## src/rtl/la_rstseq_pkg.sv

```systemverilog
// Shared types and sizing helpers for the la_rstseq reset release sequencer.
package la_rstseq_pkg;

  typedef enum logic [1:0] {
    ST_IDLE = 2'd0,
    ST_SEQ  = 2'd1,
    ST_HOLD = 2'd2,
    ST_DONE = 2'd3
  } state_e;

  // Register width able to hold values 0..max(a,b)-1, never narrower than 1 bit.
  function automatic int unsigned cw(input int unsigned a, input int unsigned b);
    int unsigned m;
    m = (a > b) ? a : b;
    return (m <= 1) ? 1 : $clog2(m);
  endfunction

endpackage

```

## src/rtl/la_rstseq_cnt.sv

```systemverilog
// Loadable up-counter with a combinational terminal-count compare against a runtime limit.
module la_rstseq_cnt #(
  parameter int unsigned W = 4
) (
  input  logic         clk,
  input  logic         rst_n,
  input  logic         load,
  input  logic         en,
  input  logic [W-1:0] load_val,
  input  logic [W-1:0] limit,
  output logic         term_c
);

  logic [W-1:0] cnt;

  always_ff @(posedge clk or negedge rst_n) begin
    if (!rst_n) begin
      cnt <= '0;
    end else if (load) begin
      cnt <= load_val;
    end else if (en) begin
      cnt <= cnt + W'(1);
    end
  end

  assign term_c = (cnt == limit);

endmodule

```

## src/rtl/la_rstseq.sv

```systemverilog
// Reset release sequencer: releases N reset domains DELAY cycles apart.
// Optional software re-sequence (hold then replay) enabled by LA_RSTSEQ_SWRST_EN.
module la_rstseq
  import la_rstseq_pkg::*;
#(
  parameter int unsigned N     = 4,
  parameter int unsigned DELAY = 16,
  parameter int unsigned HOLD  = 8
) (
  input  logic         clk,
  input  logic         nrst_in,
  input  logic         sw_rst,
  output logic [N-1:0] nrst_out,
  output logic         busy,
  output logic         done
);

  localparam int unsigned CW = cw(DELAY, HOLD);
  localparam int unsigned IW = cw(N, 1);

  state_e        state_q, state_nxt;
  logic [IW-1:0] idx_q, idx_nxt;
  logic [N-1:0]  nrst_nxt;
  logic          busy_nxt, done_nxt;
  logic          cnt_load, cnt_en, term_c;
  logic [CW-1:0] lim;

  la_rstseq_cnt #(.W(CW)) u_cnt (
    .clk      (clk),
    .rst_n    (nrst_in),
    .load     (cnt_load),
    .en       (cnt_en),
    .load_val (CW'(0)),
    .limit    (lim),
    .term_c   (term_c)
  );

  always_ff @(posedge clk or negedge nrst_in) begin
    if (!nrst_in) begin
      state_q  <= ST_IDLE;
      idx_q    <= '0;
      nrst_out <= '0;
      busy     <= 1'b0;
      done     <= 1'b0;
    end else begin
      state_q  <= state_nxt;
      idx_q    <= idx_nxt;
      nrst_out <= nrst_nxt;
      busy     <= busy_nxt;
      done     <= done_nxt;
    end
  end

`ifndef LA_RSTSEQ_SWRST_EN
  logic unused_sw_rst;
  assign unused_sw_rst = sw_rst;
`endif

  always_comb begin
    state_nxt = state_q;
    idx_nxt   = idx_q;
    nrst_nxt  = nrst_out;
    busy_nxt  = busy;
    done_nxt  = done;
    cnt_load  = 1'b0;
    cnt_en    = 1'b0;
    lim       = CW'(DELAY - 1);
`ifdef LA_RSTSEQ_SWRST_EN
    if (state_q == ST_HOLD) lim = CW'(HOLD - 1);
`endif

    case (state_q)
      ST_IDLE: begin
        state_nxt = ST_SEQ;
        idx_nxt   = '0;
        busy_nxt  = 1'b1;
        cnt_load  = 1'b1;
      end
      ST_SEQ: begin
`ifdef LA_RSTSEQ_SWRST_EN
        if (sw_rst) begin
          state_nxt = ST_HOLD;
          nrst_nxt  = '0;
          done_nxt  = 1'b0;
          busy_nxt  = 1'b1;
          cnt_load  = 1'b1;
        end else
`endif
        if (term_c) begin
          nrst_nxt = nrst_out | (N'(1) << idx_q);
          cnt_load = 1'b1;
          if (idx_q == IW'(N - 1)) begin
            state_nxt = ST_DONE;
            done_nxt  = 1'b1;
            busy_nxt  = 1'b0;
          end else begin
            idx_nxt = idx_q + IW'(1);
          end
        end else begin
          cnt_en = 1'b1;
        end
      end
`ifdef LA_RSTSEQ_SWRST_EN
      // Repeated requests restart the hold count, stretching the hold.
      ST_HOLD: begin
        if (sw_rst) begin
          cnt_load = 1'b1;
        end else if (term_c) begin
          state_nxt = ST_SEQ;
          idx_nxt   = '0;
          cnt_load  = 1'b1;
        end else begin
          cnt_en = 1'b1;
        end
      end
`endif
      ST_DONE: begin
`ifdef LA_RSTSEQ_SWRST_EN
        if (sw_rst) begin
          state_nxt = ST_HOLD;
          nrst_nxt  = '0;
          done_nxt  = 1'b0;
          busy_nxt  = 1'b1;
          cnt_load  = 1'b1;
        end
`endif
      end
      default: begin
        state_nxt = ST_IDLE;
        idx_nxt   = '0;
        nrst_nxt  = '0;
        busy_nxt  = 1'b0;
        done_nxt  = 1'b0;
        cnt_load  = 1'b1;
      end
    endcase
  end

endmodule

```

## config.mk

```make
export PLATFORM = sky130hd
export DESIGN_NAME = la_rstseq
export DESIGN_NICKNAME = d
export VERILOG_FILES = /design/src/rtl/la_rstseq_pkg.sv /design/src/rtl/la_rstseq_cnt.sv /design/src/rtl/la_rstseq.sv
export SDC_FILE = /design/constraint.sdc
export NUM_CORES = 1
export LEC_CHECK = 0
export ABC_AREA = 1
export ABC_CLOCK_PERIOD_IN_PS = 2050
export CELL_PAD_IN_SITES_DETAIL_PLACEMENT = 0
export CELL_PAD_IN_SITES_GLOBAL_PLACEMENT = 1
export CORE_MARGIN = 1
export CORE_UTILIZATION = 41
export CTS_CLUSTER_DIAMETER = 120
export DETAILED_ROUTE_END_ITERATION = 12
export GPL_TIMING_DRIVEN = 0
export PLACE_DENSITY_LB_ADDON = 0.08
export SLEW_MARGIN = 20
export SYNTH_ARGS = -nofsm -noshare
export SYNTH_HDL_FRONTEND = slang
export SYNTH_HIERARCHICAL = 1
export SYNTH_SLANG_ARGS = --single-unit
```

## constraint.sdc

```tcl
create_clock -name clk -period 2.05 [get_ports clk]
set_input_delay 0.205 -clock clk [delete_from_list [all_inputs] [get_ports clk]]
set_output_delay 0.205 -clock clk [all_outputs]
set_load 0.02 [all_outputs]
```

==> flow_metrics.tcl, run 1 <==
set metrics [dict create \
    outcome "complete, no violations" \
    nFillCells 220 \
    postCtsSetupBuffers 0 \
    tightest_slew_ps 702.7 \
    tns_ps 0 \
    max_cap_viol_count 0 \
    end_kind "register" \
    overflow 0 \
    first_global_vias 691 \
    cellLeakagePower_nw 0.5700 \
    synth_warnings 6 \
    synth_seq_cells 14 \
    drive_gt1_frac 0.1288 \
    grt_use_met2 0.2342 \
    root_buffer "clkbuf_4" \
    fmax_ghz 0.5406 \
    worst-path-max-fanout 6 \
    cts_tree "yes" \
    required_ps 2220 \
    syn_inst 114 \
    start_util 0.4565 \
    yosysMostFrequentCell "nand2_1" \
    crit_path_start_kind "register" \
    antenna_found_initial 0 \
    fp-row-count 16 \
    grtUsageMet1 0.2317 \
    yosysSeqAreaShare 0.3758 \
    yosysTopAreaCell "dfrtp_1" \
    clk_latency_ps 290 \
    clk_pin_slew_ps 100 \
    slew_headroom 0.5301 \
    drc 0 \
    peakVddDrop_mv 0.7884 \
    via_count 737 \
    grtUsageMet3 0.02778 \
    post-route-min-period_ps 1850 \
    ys_async_sr_fraction 1.000 \
    grt_setup_unrepaired "no" \
    post_drt_wl_per_cell_um 10.30 \
    final_core_util 0.5398 \
    p_per_area_nw_per_um2 1596 \
    setup_viol 0 \
    crit_arrival_ps 2020 \
    hold_buffers 0 \
    drtIter0Drc 15 \
    fp.dieH_um 49.68 \
    hold_viol 0 \
    area_delta_synth_final_pct 18.26 \
    io_pins 9 \
    coreArea_um2 2042 \
    top_usage_layer "met2" \
    synth_area_per_cell_um2 8.177 \
    worst_clock_skew_ps 6.552 \
    cts_made_buffers 3 \
    via_per_inst 4.635 \
    ctsResizeCount 0 \
    synth_top_cell_area_share 0.3758 \
    grt_max_degree 15 \
    critPathKind "register to register" \
    antennaDiodeCount 0 \
    min_period_over_period 0.9023 \
    htreeDepth 1 \
    port-buffer-count 7 \
    synth_common_cells "nand2_1 (33), dfrtp_1 (14), inv_1 (13)" \
    fp.dieW_um 49.68 \
    slew_violations 0 \
    grt_pass1_wl_um 3036 \
    first_pass_iters 4 \
    synth_ff_type "dfrtp_1" \
    die_area_um2 2468 \
    cts_sinks 14 \
    nets 146 \
    drt-total-wl_um 1637 \
    detail-route-antenna-nets 0 \
    synth_edf_count 0 \
    cts_max_path_buffers 2 \
    hold_path_class "input port to asynchronous set/reset pin" \
    synthTopCellsByArea "dfrtp_1 (38%), ha_1 (13%), nand2_1 (13%)" \
    gp_congestion 0.7476 \
    grt_usage 0.1593 \
    synth.distinct_cells 19 \
    hpwlAfterDp_um 1250 \
    netlist_area_um2 932.1 \
]
## logic make-up after synthesis
logic type | Yosys count | share of synthesized area
compound gates | 12 | 0.06980
xor+xnor | 4 | 0.03758
buf+inv | 17 | 0.07651
flops | 14 | 0.3758
other cells | 2 | 0.008057
fa+ha+maj | 10 | 0.1342
simple gates | 55 | 0.2980
## routing by layer
layer,up-vias,share of wire,wire [um]
met4,0,0.011,18
met3,4,0.027,45
li1,391,-,-
met2,10,0.42,682
met1,332,0.54,890
met5,-,0,0
## cell type report
| class | count | area (um^2) | area share |
|---|---|---|---|
| Multi-Input combinational cell | 90 | 540.5 | 0.4904 |
| Sequential cell | 14 | 350.3 | 0.3178 |
| Timing Repair Buffer | 7 | 70.07 | 0.06356 |
| Inverter | 16 | 60.06 | 0.05448 |
| Clock buffer | 4 | 36.28 | 0.03292 |
| Tap cell | 27 | 33.78 | 0.03065 |
| Buffer | 1 | 11.26 | 0.01022 |
## layout by cell type, fill, tap and decap left out
cell type        instances
a21boi_1                 1
a21oi_2                  1
a22oi_1                  1
buf_6                    1
clkbuf_4                 3
clkbuf_8                 1
clkdlybuf4s50_1          7
conb_1                   9
dfrtp_1                 14
ha_1                    10
inv_1                   13
inv_2                    3
nand2_1                 33
nand2_4                  4
nand3_1                  5
nand3_2                  2
nand4_1                  7
nor2_1                   2
nor2_2                   2
o21ai_0                  4
o21ai_1                  5
xnor2_1                  4
## path summary, 6_finish.rpt
check	start	endpoint	slack [ps]	cells after the start
max	u_cnt/cnt[2]	u_cnt/cnt[3]	200	10
min	nrst_in	state_q[1]	330	1
max reg2reg	u_cnt/cnt[2]	u_cnt/cnt[3]	200	10
min reg2reg	busy	busy	480	2
max in group asynchronous	nrst_in	u_cnt/cnt[3]	1270	1
min in group clk	busy	busy	480	2
## state kept, by name (all words and copies together) (netlist names)
signal	cells
nrst_out	4
idx_q	2
state_q	2
done	1
u_cnt/cnt	4
busy	1
## power breakdown
part | internal [mW] | switching [mW]
registers | 0.397 | 0.132
logic | 0.420 | 0.603
clock network | 0.108 | 0.0991
total | 0.925 | 0.834
## stage by stage
| step | instances | worst slack (ps) | hold WS (ps) | total power, mW | cell area (um^2) |
|---|---|---|---|---|---|
| finish | 159 | 200.2 | 334.6 | 1.760 | 1102 |
| global route | 159 | 36.60 | 384.8 | 1.952 | 1102 |
| CTS | 159 | 10.60 | 345.4 | 1.772 | 1099 |
| detailed placement | 155 | 32.23 | 463.7 | 1.562 | 1062 |
| global placement | 155 | 60.25 | 457.0 | 1.542 | 1062 |
| floorplan | 121 | 354.9 | -90.59 | 1.305 | 958.4 |
## worst max-delay path: stages (launching register included)
cell	delay (ps)
dfrtp_1	460
xnor2_1	150
nand2_1	80
nor2_1	190
inv_2	100
nand2_4	80
inv_1	70
a21oi_2	270
nor2_2	110
a22oi_1	150
nand2_1	70
Note: power is estimated with default switching activity, not from simulation.
==> run 2: changes to the inputs <==
Settings changed: CTS_BUF_LIST set to sky130_fd_sc_hd__clkbuf_16, GPL_ROUTABILITY_DRIVEN set to 1.
==> run 2 against run 1 <==
Combinational power is essentially flat; die area did not move; non-clock buffer count did not move; worst setup slack lost 10 ps; first-iteration DRC count is 6.7% higher; sequential power about the same; core utilization rose by 2.1 points; critical endpoint unchanged; largest cell class unchanged.
==> flow_metrics.tcl, run 2 (synthesized netlist as in run 1, its figures left out) <==
set metrics [dict create \
    outcome "complete, no violations" \
    nets 146 \
    first_pass_iters 4 \
    fp.dieW_um 49.68 \
    clk_pin_slew_ps 50 \
    final_core_util 0.5607 \
    worst-path-max-fanout 6 \
    rrSetupSlack_ps 190 \
    io_pins 9 \
    drive_gt1_frac 0.1212 \
    crit_path_start_kind "register" \
    end_kind "register" \
    final_common_cell "nand2_1" \
    layout_common_cells "nand2_1 (33), dfrtp_1 (14), inv_1 (13)" \
    cp-startpoint "u_cnt/cnt[2]" \
    placedCellCount 155 \
    fmax_ghz 0.5376 \
    post_drt_wl_per_cell_um 10.58 \
    regArea_um2 350.3 \
    tns_ps 0 \
    hold_path_class "input port to asynchronous set/reset pin" \
    fp-row-count 16 \
    critPathKind "register to register" \
    hold_buffers 0 \
    post-route-min-period_ps 1860 \
    hold_viol 0 \
    coreArea_um2 2042 \
    crit_chain "xnor2_1, nand2_1, nor2_1, inv_2, nand2_4, inv_1, a21oi_2, nor2_2, a22oi_1, nand2_1" \
    first_global_vias 709 \
    grt_max_degree 15 \
    crit_arrival_ps 1980 \
    post-place-ws_ps 32.23 \
    peakVddDrop_mv 0.9434 \
    rr_worst_depth 10 \
    tightest_slew_ps 677.7 \
    port-buffer-count 7 \
    max_cap_viol_count 0 \
    worst_slack_ps 189.8 \
    die_area_um2 2468 \
    drt-total-wl_um 1682 \
    gp_congestion 0.7476 \
    crit_path_frequent_cell "nand2_1" \
    p_per_area_nw_per_um2 1689 \
    cellLeakagePower_nw 0.5875 \
    grt_setup_unrepaired "no" \
    r2r_end "u_cnt/cnt[3]" \
    cp_slowest_stage_delay_ps 440 \
    antenna_found_initial 0 \
    htreeDepth 1 \
    grt_usage 0.1684 \
    cts_tree "yes" \
    overflow 0 \
    worst_clock_skew_ps 7.227 \
    via_per_inst 4.560 \
    via_count 725 \
    start_util 0.4565 \
    drc 0 \
    slowest_stage "dfrtp_1" \
    cts_max_path_buffers 2 \
    setup_viol 0 \
    clk_latency_ps 250 \
    required_ps 2170 \
    grt_pass1_wl_um 3098 \
    largestRegisters "nrst_out: 4 flops, u_cnt/cnt: 4 flops" \
    area_delta_synth_final_pct 22.82 \
    crit_end "u_cnt/cnt[3]" \
    layoutNonFillerInstCount 159 \
    r2r-start "u_cnt/cnt[2]" \
    antennaDiodeCount 0 \
    detail-route-antenna-nets 0 \
    cts_made_buffers 3 \
    drtIter0Drc 16 \
    nFillCells 211 \
    multiInputGateArea_um2 540.5 \
    fp.dieH_um 49.68 \
    hpwlAfterDp_um 1250 \
    min_period_over_period 0.9074 \
    slew_headroom 0.5468 \
    slew_violations 0 \
    cts_sinks 14 \
    root_buffer "clkbuf_16" \
]
==> run 2: cell types whose count changed in the layout (fill, tap and decap cells not counted) <==
cell	delta
clkbuf_8	-1
clkinv_1	+1
clkbuf_16	+3
clkbuf_4	-3
==> run 2: cell type report <==
cell class / count / share of cell area
plain buffers: 1 / 0.009836
clock inverters: 1 / 0.003279
flip-flops and latches: 14 / 0.3060
inverters: 16 / 0.05246
clock buffers: 3 / 0.06557
repair buffers: 7 / 0.06120
well taps: 27 / 0.02951
multi-input cells: 90 / 0.4721
==> run 2: how the worst min path moves through the flow <==
stage,start,endpoint,slack [ps],cells past startpoint
detailed placement,busy,busy,460,2
global route,nrst_in,done,450,1
CTS,nrst_in,done,400,1
finish,nrst_in,done,370,1
global placement,busy,busy,460,2
floorplan,nrst_in,busy,-90,0
==> run 2: per-layer routing <==
| metal | up-vias | global-route usage | wire (um) |
|---|---|---|---|
| li1 | 391 | - | - |
| met1 | 320 | 0.2355 | 894 |
| met2 | 10 | 0.2410 | 713 |
| met3 | 4 | 0.02778 | 34 |
| met4 | 0 | 0.1000 | 39 |
| met5 | - | 0 | 0 |
==> run 2: stage by stage <==
stage                     instance area, um^2  power [mW]  hold WS (ps)
after global placement                   1062       1.542         457.0
final                                    1145       1.933         372.2
after floorplan                         958.4       1.305        -90.59
after CTS                                1145       1.958         400.3
after global routing                     1145       2.123         451.5
after detailed placement                 1062       1.562         463.7
==> run 2: repair_timing <==
| item | 4_1_cts | 5_1_grt |
|---|---|---|
| setup buffers | 0 | 0 |
| endpoints found under the setup margin | 1 | 0 |
| resized for setup | 1 | 0 |
==> run 2: critical path, delay by kind of cell (launching register included) <==
family | cells | cell delay, ps
flip-flops | 1 | 440
AO/OA/AOI/OAI | 2 | 430
XOR/XNOR | 1 | 150
AND/OR/NAND/NOR | 5 | 540
buffers and inverters | 2 | 170
==> run 2: where the power goes <==
part | switching (mW) | total [mW] | internal [mW]
combinational | 0.609 | 1.03 | 0.420
clock | 0.117 | 0.375 | 0.258
sequential | 0.130 | 0.529 | 0.399
total | 0.856 | 1.93 | 1.08
